==> config.mk <==
export PLATFORM = sky130hd
export DESIGN_NAME = adpll_loop_filter
export DESIGN_NICKNAME = d
export VERILOG_FILES = /design/src/rtl/adpll_loop_filter.sv
export SDC_FILE = /design/constraint.sdc
export NUM_CORES = 1
export LEC_CHECK = 0
export ABC_AREA = 1
export BUFFER_PORTS_ARGS = -buffer_cell sky130_fd_sc_hd__buf_2
export CAP_MARGIN = 40
export CELL_PAD_IN_SITES_DETAIL_PLACEMENT = 1
export CELL_PAD_IN_SITES_GLOBAL_PLACEMENT = 2
export CORE_ASPECT_RATIO = 1.1
export CORE_UTILIZATION = 35
export DETAILED_ROUTE_END_ITERATION = 16
export GPL_ROUTABILITY_DRIVEN = 0
export PLACE_DENSITY = 0.85
export SLEW_MARGIN = 20
export SYNTH_ARGS = -nofsm -noshare
export SYNTH_HDL_FRONTEND = slang
export SYNTH_SLANG_ARGS = --single-unit
==> constraint.sdc <==
create_clock -name fpga_clk_i -period 2.9 [get_ports fpga_clk_i]
set_clock_uncertainty 0.2 [all_clocks]
set_input_delay 0.145 -clock fpga_clk_i [delete_from_list [all_inputs] [get_ports fpga_clk_i]]
set_output_delay 0.145 -clock fpga_clk_i [all_outputs]
set_load 0.01 [all_outputs]
==> src/rtl/adpll_loop_filter.sv <==
// adpll_loop_filter: proportional-integral loop filter for the ADPLL.
// Ports: fpga_clk_i, reset_i (async, active-high), enable_i, ref_i, pd_i,
//   k_val_o (DCO control word), update_o (refresh strobe), lock_o.
module adpll_loop_filter #(
  parameter int OUT_WIDTH  = 9,
  parameter int FRAC_BITS  = 6,
  parameter int KP         = 4,
  parameter int KI         = 1,
  parameter int CENTER     = 256,
  parameter int LOCK_COUNT = 16
) (
  input  logic                 fpga_clk_i,
  input  logic                 reset_i,
  input  logic                 enable_i,
  input  logic                 ref_i,
  input  logic                 pd_i,
  output logic [OUT_WIDTH-1:0] k_val_o,
  output logic                 update_o,
  output logic                 lock_o
);

  localparam int IW = OUT_WIDTH + FRAC_BITS;
  localparam int SW = IW + 2;
  localparam int OW = OUT_WIDTH + 3;
  localparam int CW = $clog2(LOCK_COUNT + 1);

  localparam logic [IW-1:0] INT_MAX = {IW{1'b1}};
  localparam logic [IW-1:0] INT_RST = IW'(CENTER * (2 ** FRAC_BITS));
  localparam logic [OUT_WIDTH-1:0] K_RST = OUT_WIDTH'(CENTER);
  localparam logic [CW-1:0] ALT_MAX = CW'(LOCK_COUNT);

  logic ref_s1_q, ref_s2_q, ref_s3_q;
  logic pd_s1_q, pd_s2_q;
  logic ev_q, d_q;

  logic [IW-1:0]        integ_q, integ_d;
  logic [OUT_WIDTH-1:0] k_q, k_d;
  logic                 update_q;
  logic                 lock_q;
  logic                 prev_d_q;
  logic                 prev_valid_q;
  logic [CW-1:0]        alt_cnt_q, alt_cnt_d;

  logic signed [SW-1:0] int_sum;
  logic signed [OW-1:0] prop;

  always_comb begin
    int_sum = $signed({2'b00, integ_q});
    if (d_q) int_sum = int_sum + $signed(SW'(KI));
    else     int_sum = int_sum - $signed(SW'(KI));

    integ_d = int_sum[IW-1:0];
    if (int_sum < 0)
      integ_d = '0;
    else if (int_sum > $signed({2'b00, INT_MAX}))
      integ_d = INT_MAX;

    // Proportional kick is applied around the post-update integer part.
    prop = $signed({3'b000, integ_d[IW-1:FRAC_BITS]});
    if (d_q) prop = prop + $signed(OW'(KP));
    else     prop = prop - $signed(OW'(KP));

    k_d = prop[OUT_WIDTH-1:0];
    if (prop < 0)
      k_d = '0;
    else if (prop > $signed({3'b000, {OUT_WIDTH{1'b1}}}))
      k_d = {OUT_WIDTH{1'b1}};

    alt_cnt_d = alt_cnt_q;
    if (prev_valid_q) begin
      if (d_q != prev_d_q) begin
        if (alt_cnt_q != ALT_MAX) alt_cnt_d = alt_cnt_q + 1'b1;
      end else begin
        alt_cnt_d = '0;
      end
    end
  end

  always_ff @(posedge fpga_clk_i or posedge reset_i) begin
    if (reset_i) begin
      ref_s1_q     <= 1'b0;
      ref_s2_q     <= 1'b0;
      ref_s3_q     <= 1'b0;
      pd_s1_q      <= 1'b0;
      pd_s2_q      <= 1'b0;
      ev_q         <= 1'b0;
      d_q          <= 1'b0;
      integ_q      <= INT_RST;
      k_q          <= K_RST;
      update_q     <= 1'b0;
      lock_q       <= 1'b0;
      prev_d_q     <= 1'b0;
      prev_valid_q <= 1'b0;
      alt_cnt_q    <= '0;
    end else begin
      ref_s1_q <= ref_i;
      ref_s2_q <= ref_s1_q;
      ref_s3_q <= ref_s2_q;
      pd_s1_q  <= pd_i;
      pd_s2_q  <= pd_s1_q;
      // Falling edge of synced ref: mid-period, PD output settled.
      ev_q     <= ref_s3_q & ~ref_s2_q;
      d_q      <= pd_s2_q;
      update_q <= 1'b0;
      if (!enable_i) begin
        alt_cnt_q    <= '0;
        prev_valid_q <= 1'b0;
        lock_q       <= 1'b0;
      end else if (ev_q) begin
        integ_q      <= integ_d;
        k_q          <= k_d;
        update_q     <= 1'b1;
        prev_d_q     <= d_q;
        prev_valid_q <= 1'b1;
        alt_cnt_q    <= alt_cnt_d;
        lock_q       <= (alt_cnt_d == ALT_MAX);
      end
    end
  end

  assign k_val_o  = k_q;
  assign update_o = update_q;
  assign lock_o   = lock_q;

endmodule
After elaboration in Yosys (flattened, before gate mapping)
Index checks and enable logic that the tools add are counted.
{"block": "totals", "ramBits": 0, "romBits": 0, "n_memories": 0, "register_bits": 40, "latch_bits": 0, "elab_cells": 47, "out_inout_bits": 11, "inputBits": 5}
{"block": "op_classes", "multipliers": 0, "n_eq_ne": 4, "reduce_logical": 1, "shifts": 0, "n_mux": 17, "div": 0, "add_sub_neg": 5, "n_lt_le_gt_ge": 4, "bitwise": 2}
{"cell": "$mux 15", "count": 2}
{"cell": "$mux 5", "count": 5}
{"cell": "$mux 9", "count": 2}
{"cell": "$gt 17x16->1 const B", "count": 1}
{"cell": "$lt 17x1->1 const B", "count": 1}
{"cell": "$mux 17", "count": 1}
{"cell": "$add 15x1->16 const B", "count": 1}
{"cell": "$sub 15x1->16 const B", "count": 1}
{"cell": "$gt 12x10->1 const B", "count": 1}
{"cell": "$lt 12x1->1 const B", "count": 1}
{"cell": "$mux 12", "count": 1}
{"cell": "$add 9x3->10 const B", "count": 1}
{"cell": "$sub 9x3->10 const B", "count": 1}
{"cell": "$mux 1", "count": 6}
{"cell": "$add 5x1->5 const B", "count": 1}
{"cell": "$eq 5x5->1 const B", "count": 1}
{"cell": "$ne 5x5->1 const B", "count": 1}
{"cell": "$ne 2x1->1 const B", "count": 1}
{"cell": "$reduce_and 2->1", "count": 1}
{"cell": "$and 1x1->1", "count": 1}
{"cell": "$ne 1x1->1", "count": 1}
{"cell": "$not 1->1", "count": 1}

Longest topological paths before layout
Gate-level depths: netlist (run 1).
{"block": "logic_depth", "ltp_word": 10, "depth_mapped": 20, "depth_no_buf": 20}

Worst setup path after synthesis (run 1)
OpenSTA, ideal clock, no wires.
{"block": "synth_path", "path_type": "register -> register", "startpoint": "register integ_q[0]", "endpoint": "register k_q[8], in the netlist k_val_o[8]", "required_ps": 2624, "t_arrival_ps": 2081, "synth_period_minus_slack_ps": 2357, "path_buffers": 0, "path_stages_with_launch": 21, "slack_ps": 543, "setup_ps": 76, "cell_sequence": "dfrtp_1 inv_1 ha_1 nand2_2 nor2_2 nand3_1 nand2_1 nand2_1 nand3_1 nand2_4 inv_1 ha_1 inv_1 nor2_1 nand4_1 nand2_1 nand3_1 nand2_1 nand3_1 nand2_1 nand2_1"}
{"block": "synth_via", "elab_chain_cells": 10, "elab_cells_between_ends": 14, "classes_between": "add/sub (4); order compare (4); mux (6)"}
{"item": "from (decl)", "line_no": "36", "rtl": "logic [IW-1:0] integ_q, integ_d;"}
{"item": "from (signal assigned)", "line_no": "110", "rtl": "integ_q <= integ_d;"}
{"item": "$sub 15x1->16 or $add 15x1->16 (tied branches)", "line_no": "50, 49"}
{"item": "$mux 17 (*)", "line_no": "49", "rtl": "if (d_q) int_sum = int_sum + $signed(SW'(KI));"}
{"item": "$gt 17x16->1", "line_no": "55", "rtl": "else if (int_sum > $signed({2'b00, INT_MAX}))"}
{"item": "$mux 15", "line_no": "55"}
{"item": "$mux 15 (*)", "line_no": "53", "rtl": "if (int_sum < 0)"}
{"item": "net integ_d[8]", "line_no": "36"}
{"item": "$sub 9x3->10 or $add 9x3->10 (tied branches)", "line_no": "61, 60"}
{"item": "$mux 12 (*)", "line_no": "60", "rtl": "if (d_q) prop = prop + $signed(OW'(KP));"}
{"item": "$gt 12x10->1", "line_no": "66", "rtl": "else if (prop > $signed({3'b000, {OUT_WIDTH{1'b1}}}))"}
{"item": "$mux 9", "line_no": "66"}
{"item": "$mux 9 (*)", "line_no": "64", "rtl": "if (prop < 0)"}
{"item": "to (signal assigned)", "line_no": "111", "rtl": "k_q <= k_d;"}
{"item": "to (decl)", "line_no": "37", "rtl": "logic [OUT_WIDTH-1:0] k_q, k_d;"}
The timed path passes the listed nets; every way through them passes the cells marked *.
A chain may end at the register's enable or synchronous reset.

Final worst setup path (run 1)
{"block": "layout_path", "startpoint": "register integ_q[1]", "endpoint": "register k_q[4], in the netlist k_val_o[4]"}
The elaborated chain is that of the path after synthesis.

==> results of run 1 <==
area by class of cell:
type | instances | share of cell area (%)
inverters | 48 | 5.88
clock buffers | 5 | 2.24
well taps | 87 | 3.55
flip-flops and latches | 40 | 32.8
repair buffers | 26 | 5.47
multi-input cells | 269 | 48.5
clock inverters | 3 | 1.55
what timing repair did:
item | 4_1_cts | 5_1_grt
hold buffers | 4 | 0
setup buffers | 0 | 1
endpoints found under the setup margin | 0 | 3
resized for setup | 0 | 10
hold endpoints to repair | 41 | 0
cell usage in the layout, fill, tap and decap left out, types with 6 or more instances in the layout:
| cell | n |
|---|---|
| nor2_4 | 6 |
| nor2_1 | 22 |
| o22ai_1 | 6 |
| inv_1 | 43 |
| nand2_1 | 98 |
| nand4_1 | 6 |
| xor2_1 | 9 |
| nand2_2 | 11 |
| o21ai_0 | 23 |
| dfrtp_1 | 36 |
| buf_2 | 15 |
| ha_1 | 6 |
| buf_4 | 7 |
| nand3_1 | 38 |
| a21oi_1 | 9 |
metrics by stage:
step	cell area, µm²	instances	utilization [%]	setup WS (ns)
floorplan	2680	365	-	0.543
global placement	2880	465	38.7	0.352
detailed placement	2880	465	38.7	0.246
CTS	3030	477	40.8	0.225
global route	3070	478	41.3	0.0113
finish	3070	478	41.3	0.333
per-layer routing:
metal	GRT usage, %	vias up	share of wire, %
li1	-	1231	-
met1	23.8	1202	44
met2	36.3	20	52
met3	3.69	11	2.2
met4	6.39	0	1.9
met5	0	-	0
cell families (layout without fill, tap and decap cells):
| group | count (synthesis) | in the layout | share of synthesized area, % |
|---|---|---|---|
| adder cells (fa/ha/maj) | 6 | 6 | 2.80 |
| XOR/XNOR | 10 | 10 | 3.27 |
| AO/OA/AOI/OAI | 49 | 49 | 11.1 |
| buffers and inverters | 56 | 82 | 8.07 |
| flip-flops | 40 | 40 | 37.4 |
| AND/OR/NAND/NOR | 204 | 204 | 37.4 |
worst min-delay path by stage:
stage / start / end / slack [ns] / cells past startpoint
floorplan: pd_i / pd_s1_q$_DFF_PP0_ / -0.02 / 0
global placement: ref_i / ref_s1_q$_DFF_PP0_ / 0.05 / 1
detailed placement: ref_i / ref_s1_q$_DFF_PP0_ / 0.06 / 1
CTS: pd_s2_q$_DFF_PP0_ / d_q$_DFF_PP0_ / 0.16 / 0
global route: ref_s1_q$_DFF_PP0_ / ref_s2_q$_DFF_PP0_ / 0.17 / 0
finish: pd_s2_q$_DFF_PP0_ / d_q$_DFF_PP0_ / 0.16 / 0
worst max-delay path, cell delays in order, from the launching register on:
cell     delay (ns)
dfrtp_1        0.43
inv_1          0.10
ha_1           0.16
nand2_2        0.08
nor2_4         0.12
nand3_1        0.14
nand2_2        0.12
nand2_1        0.05
nand3_1        0.12
nand2_4        0.09
ha_1           0.21
nand2_1        0.06
inv_1          0.05
nor2_1         0.14
xor2_1         0.21
nand2_1        0.08
nand2_1        0.06
nand2_1        0.05
report_power, final:
| group | internal, mW | total, mW | switching [mW] |
|---|---|---|---|
| logic | 0.400 | 1.13 | 0.734 |
| registers | 0.700 | 0.852 | 0.152 |
| clock network | 0.259 | 0.481 | 0.221 |
==> flow_metrics.env, run 1 <==
export IMPL_outcome="finished, violations left"
export IMPL_violations="DRC"
export IMPL_antenna_left=0
export IMPL_drv_cap=0
export IMPL_start_kind="flop"
export IMPL_grt_pass1_vias=2588
export IMPL_clockRootBuffer="clkbuf_8"
export IMPL_cp_max_fo=6
export IMPL_static_leakage_power_nw=1.49
export IMPL_synth_nets=376
export IMPL_synthArstFlopShare_pct=100
export IMPL_finalHoldViolCount=0
export IMPL_regArea_mm2=0.00101
export IMPL_syn_to_final_growth_pct=14.3
export IMPL_vias_per_cell=5.15
export IMPL_drc=2
export IMPL_min_period_ns=2.57
export IMPL_rsz0062_at_grt="false"
export IMPL_holdWs_ns=0.155
export IMPL_routed_wl_um=7340
export IMPL_largest_reg_flops=15
export IMPL_cts_tree="built"
export IMPL_multi_input_area_mm2=0.00149
export IMPL_clock_sinks=40
export IMPL_powerDensity_mw_per_mm2=805
export IMPL_ys_ff_latch=40
export IMPL_cp_arrival_ns=2.57
export IMPL_syn_avg_cell_area_um2=7.35
export IMPL_start_util_pct=36.1
export IMPL_grt_pass1_wl_um=12500
export IMPL_nets=401
export IMPL_seq_area_frac_synth_pct=37.4
export IMPL_die_h_um=93.8
export IMPL_min_path_type="flop to flop"
export IMPL_ff2ff_path_depth=17
export IMPL_ir_drop_v=0.000314
export IMPL_setup_tns_ns=0
export IMPL_syn_instance_count=365
export IMPL_mappedNetlistArea_mm2=0.00268
export IMPL_synth_distinct_cells=36
export IMPL_top_register="integ_q"
export IMPL_endpoint="k_val_o[4]$_DFFE_PP0P_"
export IMPL_fill_cells=950
export IMPL_drive_above_1_share_pct=19.4
export IMPL_tightestPinTransition_ns=0.538
export IMPL_antenna_found_initial=0
export IMPL_critical_path_class="flop to flop"
export IMPL_grt_max_degree=41
export IMPL_grt_overflow_total=0
export IMPL_yosys_area_top_type="dfrtp_1"
export IMPL_max_slew_margin_pct=64.1
export IMPL_yosys_most_used_dff="dfrtp_1"
export IMPL_synth_edff_count=0
export IMPL_dieArea_mm2=0.00802
export IMPL_rows=33
export IMPL_reg2reg_from="integ_q[1]$_DFFE_PP0P_"
export IMPL_drtPass1Iterations=10
export IMPL_clockBufferDepth=2
export IMPL_r2r_end="k_val_o[4]$_DFFE_PP0P_"
export IMPL_layout_worst_path_cycle_share_pct=88.5
export IMPL_coreArea_mm2=0.00743
export IMPL_synthTopCellsByArea="dfrtp_1 35%, nand2_1 14%, nand3_1 7.3%, inv_1 6.2%, o21ai_0 4.3%"
export IMPL_numPortBuffers=15
export IMPL_drt_iter0_markers=72
export IMPL_wl_per_cell_um=15.4
export IMPL_ff2ff_setup_slack_ns=0.33
export IMPL_die_w_um=85.5
export IMPL_cp_end_kind="flop"
export IMPL_diodes=0
export IMPL_grt_usage_pct=20.0
export IMPL_num_vias=2464
export IMPL_ios=16
export IMPL_fmax_ghz=0.390
export IMPL_cts_htree_levels=2
export IMPL_finalSetupViolCount=0
export IMPL_synth_top_cell_area_share_pct=35.4
export IMPL_synth_common_cells="100 x nand2_1, 44 x inv_1, 39 x nand3_1"
export IMPL_synth_most_common_cell="nand2_1"
export IMPL_numCtsBuffers=5
export IMPL_path_clk_slew_ns=0.09
export IMPL_drv_slew=0
export IMPL_yosysWarnings=0
export IMPL_p_total_mw=2.47
export IMPL_worstPathRequired_ns=2.90
export IMPL_dp_hpwl_um=5420
export IMPL_clk_latency_ns=0.31
export IMPL_critPathLaunch="integ_q[1]$_DFFE_PP0P_"
Power figures use the tool's default switching activity.
==> run 2, diff against run 1 <==
Settings changed: RECOVER_POWER set to 25.
==> flow_metrics.env, run 2 (same netlist as run 1, synthesis figures left out) <==
export IMPL_static_leakage_power_nw=1.48
export IMPL_grt_pass1_wl_um=12500
export IMPL_mostFrequentLayoutCell="nand2_1"
export IMPL_finalHoldViolCount=0
export IMPL_numPortBuffers=15
export IMPL_violations="DRC"
export IMPL_antenna_found_initial=0
export IMPL_drc=2
export IMPL_drive_above_1_share_pct=18.7
export IMPL_num_vias=2464
export IMPL_drv_slew=0
export IMPL_die_h_um=93.8
export IMPL_largest_reg_flops=15
export IMPL_critical_path_class="flop to flop"
export IMPL_drtPass1Iterations=10
export IMPL_routed_top_layer="met4"
export IMPL_wl_met1_um=3260
export IMPL_dieArea_mm2=0.00802
export IMPL_rows=33
export IMPL_worstPathRequired_ns=2.90
export IMPL_vias_per_cell=5.15
export IMPL_path_clk_slew_ns=0.09
export IMPL_drt_iter0_markers=72
export IMPL_cts_htree_levels=2
export IMPL_grt_max_degree=41
export IMPL_fmax_ghz=0.390
export IMPL_drv_cap=0
export IMPL_setup_ws_ns=0.333
export IMPL_cp_end_kind="flop"
export IMPL_mostFrequentLayoutCells="98 x nand2_1, 43 x inv_1, 38 x nand3_1"
export IMPL_start_util_pct=36.1
export IMPL_grt_pass1_vias=2588
export IMPL_cts_tree="built"
export IMPL_layout_worst_path_cycle_share_pct=88.5
export IMPL_syn_to_final_growth_pct=14.1
export IMPL_wl_met2_um=3790
export IMPL_grt_usage_pct=20.0
export IMPL_tightestPinTransition_ns=1.06
export IMPL_grt_overflow_total=0
export IMPL_ios=16
export IMPL_preCtsSetupSlack_ns=0.246
export IMPL_clock_sinks=40
export IMPL_finalSetupViolCount=0
export IMPL_rsz0062_at_grt="false"
export IMPL_start_kind="flop"
export IMPL_max_slew_margin_pct=29.4
export IMPL_clockBufferDepth=2
export IMPL_die_w_um=85.5
export IMPL_min_period_ns=2.57
export IMPL_routed_wl_um=7340
export IMPL_min_path_type="flop to flop"
export IMPL_antenna_left=0
export IMPL_clk_latency_ns=0.31
export IMPL_outcome="finished, violations left"
export IMPL_wl_met3_um=157
export IMPL_cp_arrival_ns=2.57
export IMPL_top_register="integ_q"
export IMPL_powerDensity_mw_per_mm2=805
export IMPL_ir_drop_v=0.000314
export IMPL_diodes=0
export IMPL_numCtsBuffers=5
export IMPL_nets=401
export IMPL_wl_per_cell_um=15.4
export IMPL_coreArea_mm2=0.00743
export IMPL_setup_tns_ns=0
export IMPL_cp_max_fo=6
export IMPL_clockRootBuffer="clkbuf_8"
export IMPL_dp_hpwl_um=5420
## run 2: cell count changes in the layout (fill, tap and decap cells not counted), sizes merged
cell	before	now
buf	22	18
clkbuf	5	9
## run 2: cell type report
cell class / instances / area [µm²]
well taps: 87 / 109
clock inverters: 3 / 47.5
multi-input cells: 269 / 1490
repair buffers: 26 / 161
inverters: 48 / 180
clock buffers: 5 / 68.8
flip-flops and latches: 40 / 1010
fillers: 951 / 4370
## run 2: per-stage QoR
stage               instance area, µm²  hold slack (ns)  util (%)  power, mW  std cells
floorplan                         2680          -0.0236         -       1.66        365
global placement                  2880           0.0526      38.7       1.93        465
detailed placement                2880           0.0567      38.7       1.97        465
CTS                               3030            0.159      40.8       2.47        477
global route                      3060            0.171      41.2       2.69        478
finish                            3060            0.155      41.2       2.46        478
## run 2: report_power, final
part	switching (mW)	internal (mW)
combinational	0.734	0.397
clock	0.221	0.259
sequential	0.152	0.700
total	1.11	1.36
## run 2: what timing repair did
action | in CTS | in global routing
resized for setup | 0 | 10
hold endpoints to repair | 41 | 0
buffers inserted | 0 | 1
hold buffers | 4 | 0
endpoints found under the setup margin | 0 | 3
## run 2: metal layers
layer  vias up  track usage, %
met2        20            36.3
li1       1231               -
met4         0            6.39
met1      1202            23.8
met3        11            3.69
met5         -               0
## run 2: worst paths after layout
check | start | endpoint | slack (ns) | cells past startpoint
max | integ_q[1]$_DFFE_PP0P_ | k_val_o[4]$_DFFE_PP0P_ | 0.33 | 17
min | pd_s2_q$_DFF_PP0_ | d_q$_DFF_PP0_ | 0.16 | 0
max reg2reg | integ_q[1]$_DFFE_PP0P_ | k_val_o[4]$_DFFE_PP0P_ | 0.33 | 17
min reg2reg | pd_s2_q$_DFF_PP0_ | d_q$_DFF_PP0_ | 0.16 | 0
max in group asynchronous | reset_i | integ_q[2]$_DFFE_PP0P_ | 1.28 | 4
min in group asynchronous | reset_i | alt_cnt_q[4]$_DFFE_PP0P_ | 0.51 | 4
## run 2: critical path, cell delays in order, from the launching register on
cell	delay (ns)
dfrtp_1	0.43
inv_1	0.10
ha_1	0.16
nand2_2	0.08
nor2_4	0.12
nand3_1	0.14
nand2_2	0.12
nand2_1	0.05
nand3_1	0.12
nand2_4	0.09
ha_1	0.21
nand2_1	0.06
inv_1	0.05
nor2_1	0.14
xor2_1	0.21
nand2_1	0.08
nand2_1	0.06
nand2_1	0.05
